## src/rtl/icache_pkg.sv

```systemverilog
// Shared definitions for the direct-mapped instruction cache.
// Holds the default geometry, the NOP returned on a miss, the refill FSM
// state type and helpers that derive address-field widths from the geometry.
package icache_pkg;

  localparam int unsigned DEF_LINES = 16;
  localparam int unsigned DEF_WORDS = 4;

  // addi x0, x0, 0
  localparam logic [31:0] NOP_INSTR = 32'h00000013;

  typedef enum logic {
    IDLE,
    REFILL
  } state_t;

  function automatic int unsigned offset_width(input int unsigned words);
    return $clog2(words);
  endfunction

  function automatic int unsigned index_width(input int unsigned lines);
    return $clog2(lines);
  endfunction

  function automatic int unsigned tag_width(input int unsigned lines, input int unsigned words);
    return 32 - 2 - $clog2(words) - $clog2(lines);
  endfunction

endpackage

```

## src/rtl/icache_line_store.sv

```systemverilog
// Tag, valid and data storage for the instruction cache.
// Ports:
//   clk, rst            clock, asynchronous active-low reset (valid bits only)
//   rd_index/rd_offset  combinational lookup -> rd_tag, rd_valid, rd_word
//   wr_en/wr_index/wr_offset/wr_data   single data-word write port
//   tag_wr/tag_data/set_valid          tag write, optionally marking the line valid
//   clear_all           synchronous invalidate of every line (wins over set_valid)
module icache_line_store
  import icache_pkg::*;
#(
  parameter int unsigned LINES = DEF_LINES,
  parameter int unsigned WORDS = DEF_WORDS
) (
  input  logic                                clk,
  input  logic                                rst,
  input  logic [index_width(LINES)-1:0]       rd_index,
  input  logic [offset_width(WORDS)-1:0]      rd_offset,
  output logic [tag_width(LINES, WORDS)-1:0]  rd_tag,
  output logic                                rd_valid,
  output logic [31:0]                         rd_word,
  input  logic                                wr_en,
  input  logic [index_width(LINES)-1:0]       wr_index,
  input  logic [offset_width(WORDS)-1:0]      wr_offset,
  input  logic [31:0]                         wr_data,
  input  logic                                tag_wr,
  input  logic [tag_width(LINES, WORDS)-1:0]  tag_data,
  input  logic                                set_valid,
  input  logic                                clear_all
);

  localparam int unsigned TW = tag_width(LINES, WORDS);

  logic [LINES-1:0] valid;
  logic [TW-1:0]    tags [LINES];
  logic [31:0]      data [LINES*WORDS];

  assign rd_valid = valid[rd_index];
  assign rd_tag   = tags[rd_index];
  assign rd_word  = data[{rd_index, rd_offset}];

  always_ff @(posedge clk or negedge rst) begin
    if (!rst) begin
      valid <= '0;
    end else if (clear_all) begin
      valid <= '0;
    end else if (tag_wr && set_valid) begin
      valid[wr_index] <= 1'b1;
    end
  end

  // Tag and data contents need no reset: valid gates every use.
  always_ff @(posedge clk) begin
    if (tag_wr) begin
      tags[wr_index] <= tag_data;
    end
    if (wr_en) begin
      data[{wr_index, wr_offset}] <= wr_data;
    end
  end

endmodule

```

## src/rtl/instr_cache.sv

```systemverilog
// Direct-mapped read-only instruction cache between fetch and memory.
// Ports:
//   clk, rst      clock, asynchronous active-low reset
//   A             fetch byte address; RD/Ready answer it in the same cycle
//   RD, Ready     instruction word and hit flag (RD = NOP when not a hit)
//   Flush         one-cycle invalidate-all (fence.i)
//   MemReq        refill request, high for the whole burst
//   MemAddr       line-aligned refill address, stable while MemReq is high
//   MemValid      one refill beat on MemData this cycle
//   MemData       refill beat, word 0 first
module instr_cache
  import icache_pkg::*;
#(
  parameter int unsigned LINES = DEF_LINES,
  parameter int unsigned WORDS = DEF_WORDS
) (
  input  logic        clk,
  input  logic        rst,
  input  logic [31:0] A,
  output logic [31:0] RD,
  output logic        Ready,
  input  logic        Flush,
  output logic        MemReq,
  output logic [31:0] MemAddr,
  input  logic        MemValid,
  input  logic [31:0] MemData
);

  localparam int unsigned OW = offset_width(WORDS);
  localparam int unsigned IW = index_width(LINES);
  localparam int unsigned TW = tag_width(LINES, WORDS);
  localparam logic [OW-1:0] LAST_BEAT = OW'(WORDS - 1);

  logic [OW-1:0] a_off;
  logic [IW-1:0] a_idx;
  logic [TW-1:0] a_tag;
  logic [TW-1:0] rd_tag;
  logic          rd_valid;
  logic [31:0]   rd_word;

  state_t        state, state_next;
  logic [OW-1:0] beat;
  logic          drop;
  logic [31:0]   mem_addr_q;
  logic [IW-1:0] fill_idx;
  logic [TW-1:0] fill_tag;
  logic          hit;
  logic          last_beat;
  logic          unused_a_low;

  assign a_off        = A[OW+1:2];
  assign a_idx        = A[IW+OW+1:OW+2];
  assign a_tag        = A[31:IW+OW+2];
  assign unused_a_low = ^A[1:0];

  // The in-flight line is identified by the latched address, not by A.
  assign fill_idx  = mem_addr_q[IW+OW+1:OW+2];
  assign fill_tag  = mem_addr_q[31:IW+OW+2];
  assign last_beat = (state == REFILL) && MemValid && (beat == LAST_BEAT);

  always_comb begin
    hit        = (state == IDLE) && rd_valid && (rd_tag == a_tag);
    state_next = state;
    case (state)
      IDLE:    if (!hit && !Flush) state_next = REFILL;
      REFILL:  if (last_beat) state_next = IDLE;
      default: state_next = IDLE;
    endcase
  end

  assign Ready   = hit;
  assign RD      = hit ? rd_word : NOP_INSTR;
  assign MemReq  = (state == REFILL);
  assign MemAddr = mem_addr_q;

  always_ff @(posedge clk or negedge rst) begin
    if (!rst) begin
      state      <= IDLE;
      mem_addr_q <= '0;
      beat       <= '0;
      drop       <= 1'b0;
    end else begin
      state <= state_next;
      if (state == IDLE) begin
        if (!hit && !Flush) begin
          mem_addr_q <= {a_tag, a_idx, {(OW + 2){1'b0}}};
          beat       <= '0;
        end
      end else begin
        if (MemValid) begin
          beat <= beat + 1'b1;
        end
        if (last_beat) begin
          drop <= 1'b0;
        end else if (Flush) begin
          drop <= 1'b1;
        end
      end
    end
  end

  // A Flush on the final beat must also keep the line invalid, so it gates
  // set_valid directly in addition to the registered drop flag.
  icache_line_store #(
    .LINES(LINES),
    .WORDS(WORDS)
  ) u_store (
    .clk      (clk),
    .rst      (rst),
    .rd_index (a_idx),
    .rd_offset(a_off),
    .rd_tag   (rd_tag),
    .rd_valid (rd_valid),
    .rd_word  (rd_word),
    .wr_en    ((state == REFILL) && MemValid),
    .wr_index (fill_idx),
    .wr_offset(beat),
    .wr_data  (MemData),
    .tag_wr   (last_beat),
    .tag_data (fill_tag),
    .set_valid(!drop && !Flush),
    .clear_all(Flush)
  );

endmodule

```

## config.mk

```make
export PLATFORM = sky130hd
export DESIGN_NAME = instr_cache
export DESIGN_NICKNAME = d
export VERILOG_FILES = /design/src/rtl/icache_pkg.sv /design/src/rtl/icache_line_store.sv /design/src/rtl/instr_cache.sv
export SDC_FILE = /design/constraint.sdc
export NUM_CORES = 2
export LEC_CHECK = 0
export BUFFER_PORTS_ARGS = -buffer_cell sky130_fd_sc_hd__buf_2
export CAP_MARGIN = 20
export CORE_MARGIN = 8
export CORE_UTILIZATION = 55
export CTS_BUF_LIST = sky130_fd_sc_hd__clkbuf_8
export DETAILED_ROUTE_END_ITERATION = 10
export PLACE_DENSITY = 0.77
export RECOVER_POWER = 50
export SETUP_SLACK_MARGIN = 0.15
export SYNTH_ARGS = -nofsm -noshare
export SYNTH_HDL_FRONTEND = slang
export SYNTH_SLANG_ARGS = --single-unit
```

## constraint.sdc

```tcl
create_clock -name clk -period 3.5 [get_ports clk]
set_input_delay 0.175 -clock clk [delete_from_list [all_inputs] [get_ports clk]]
set_output_delay 0.175 -clock clk [all_outputs]
set_load 0.005 [all_outputs]
```

==> impl_metrics.ini <==
[final_layout]
syn_to_final_growth_pct = 14.6
nFillCells = 10859
drive_gt1_share_pct = 34.2
fin_nets = 4689

[power]
ir_drop_uv = 405
powerDensity_nw_per_um2 = 570
intPower_uw = 47400
p_leak_uw = 0.0351
p_clk_share_pct = 35.2
seqPwrFrac_pct = 56.6
p_sw_uw = 14900
pwr-share-comb_pct = 8.2
total_power_uw = 62400
switching_share_pct = 23.9

[synth]
synth_fa_ha_area_share_pct = 0.0131
synth_cells = 3949
synth_compound_area_share_pct = 0.646
synth_largest_area_cell = edfxtp_1
synth.avg_cell_area_um2 = 24.2
synth_mux_area_share_pct = 18.8
synth.top_cell.area_share_pct = 76.5
yosysMostFrequentCell = edfxtp_1
synth_area_um2 = 95400
synthArstFlopShare_pct = 1.94
synthSimpleGateAreaFrac_pct = 1.54
ys_types = 68
ys_seq_elements = 2480
synth_edf_count = 2432
synth_top_family_by_area = multiplexers
yosys-top-cells-count = edfxtp_1 (2432), mux4_2 (742), nor2_1 (117), clkbuf_1 (97), nand2_1 (71)
yosys_warnings = 0
yosysSeqAreaShare_pct = 77.8
synth_flop_cell = edfxtp_1
synth_xor_xnor_area_share_pct = 0.202
synthTopCellsByArea = edfxtp_1 (77%), mux4_2 (18%), dfrtp_1 (1.3%)

[place]
io_buffers = 127
pre_cts_ws_ns = -0.424
place_hpwl_mm = 135
globalplace.congestion = 0.803

[floorplanning]
die_y_um = 433
ios = 134
num_rows = 153
die_w_um = 433
core_um2 = 173000
initial_utilization_pct = 55.1
die-area_um2 = 187000

[hold_path]
hp-class = primary input to flop
worstHoldStart = MemData[4]

[drt]
antenna_left = 0
wl_mm = 242
dr.pass1.iters = 5
vias = 47360
wl_per_cell_um = 33.5
drt-initial-drc-count = 6159
viasPerCell = 6.55
drc = 0

[sta]
slew_headroom_pct = -91.7
finClkSkew_ns = 0.101
period_minus_slack_ns = 4.44
fmax_mhz = 225
rsz0062_at_grt = yes
tightest_slew_ns = 2.88
finalWorstSetupSlack_ns = -0.937
final-hold-violation-count = 0
holdWs_ns = 0.0632
setup_tns_ns = -26.56
period_share_pct = 127
final-setup-viol-count = 33
slew_viol_final = 2069

[clock_tree]
insertion_delay_ns = 1.06
htreeDepth = 5
path_clk_slew_ns = 0.06
cts_buffer_depth = 4
clkSinkCount = 2480
cts_tree = yes
cts_inserted_buffers = 392
cts-root-buf = clkbuf_8

[critical_path]
crit_path_max_fanout = 4
critPathKind = flop to primary output
cp.required_ns = 3.32
crit_arrival_ns = 4.26
worst_setup_path_start_kind = flop
end_kind = primary output
worstReg2RegStart = MemReq$_DFF_PN0_
cp-startpoint = u_store.tags[3][22]$_DFFE_PP_

[run_status]
violations = max-capacitance violations, max-slew violations, negative setup slack
status = complete, but fails checks

[grt]
antenna_found_initial = 6
grt_usage_pct = 25.6
overflow = 0
grt_pass1_vias = 47543
grt_pass1_wl_mm = 341
grt_max_degree = 95

[flow_run]
maxCapViolCount = 33
==> power groups by stage <==
stage	registers, µW	clock network (µW)	logic [µW]
after floorplan	35400	0	2560
after global placement	35700	0	4900
after detailed placement	35800	0	5010
after CTS	35200	22300	5120
after global routing	35400	23500	5310
final	35300	22000	5110
==> metrics by stage <==
stage          instance area, µm²  std cells  utilization (%)
2_1_floorplan               95400       3952                -
3_3_place_gp               102000       6455             58.7
3_5_place_dp               102000       6455             58.7
4_1_cts                    109000       7223             63.2
5_1_grt                    109000       7234             63.2
6_report                   109000       7236             63.2
==> kinds of logic after synthesis <==
logic type / count (synthesis)
XOR/XNOR: 22
multiplexers: 848
flip-flops: 2480
adder cells (fa/ha/maj): 1
other: 1
buffers and inverters: 219
AND/OR/NAND/NOR: 304
AO/OA/AOI/OAI: 74
==> final cells by class <==
class                   instances  area (µm²)  area share [%]
flip-flops and latches       2480       74200            67.9
multi-input cells            1253       20900            19.1
clock buffers                 405        5570            5.10
repair buffers                488        4450            4.07
well taps                    2325        2910            2.66
clock inverters               275        1300            1.19
inverters                       5        33.8          0.0309
diodes                          5        12.5          0.0114
==> worst paths after layout <==
kind,endpoint,slack (ns),depth (start not counted)
worst min register to register,u_store.valid[13]$_DFFE_PN0P_,0.50,2
worst max-delay path,RD[10],-0.94,11
min in group asynchronous,MemAddr[19]$_DFFE_PN0P_,1.02,4
worst min-delay path,u_store.data[33][4]$_DFFE_PP_,0.06,2
max in group asynchronous,MemAddr[6]$_DFFE_PN0P_,1.24,4
worst max register to register,u_store.data[54][31]$_DFFE_PP_,0.15,5
==> routing by layer <==
layer | share of wire [%] | up-vias | track usage, %
met5 | 0.0054 | - | 0
met4 | 4.4 | 2 | 10.1
met3 | 11 | 510 | 6.12
met2 | 49 | 3392 | 41.1
met1 | 36 | 25049 | 34.3
li1 | - | 18407 | -
==> what timing repair did <==
action	CTS	global route
buffers inserted	2	2
endpoints found under the setup margin	33	33
hold endpoints to repair	2169	3
gates cloned	0	0
hold buffers	86	1
gates resized for setup	5	10
pin swaps	2	3
==> cells in the final DEF, fill, tap and decap left out, types with 20 or more instances in the layout <==
cell type / instances
clkbuf_8: 405
nor2_4: 79
buf_12: 73
clkinv_1: 103
clkbuf_1: 43
buf_4: 189
mux2i_1: 65
clkinv_2: 39
mux2_1: 26
mux4_2: 743
dfrtp_1: 48
nor2b_1: 20
dlygate4sd3_1: 87
edfxtp_1: 2432
buf_2: 88
nand2_1: 71
a21oi_1: 20
nor2_1: 38
inv_1: 121
==> state kept, by name, summed over array words and instances, names as in the netlist <==
register       flops
beat               2
u_store.data    2048
MemReq             1
u_store.valid     16
drop               1
MemAddr           28
u_store.tags     384
==> worst max-delay path, cell delays in order, from the launching register on <==
cell,delay (ns)
edfxtp_1,0.38
mux4_2,0.48
mux4_2,0.49
xor2_2,0.17
or4_4,0.45
nor4_2,0.14
buf_4,0.15
nand4b_4,0.12
buf_12,0.20
buf_12,0.15
a311oi_4,0.27
buf_2,0.18
Note: power is estimated with default switching activity, not from simulation.
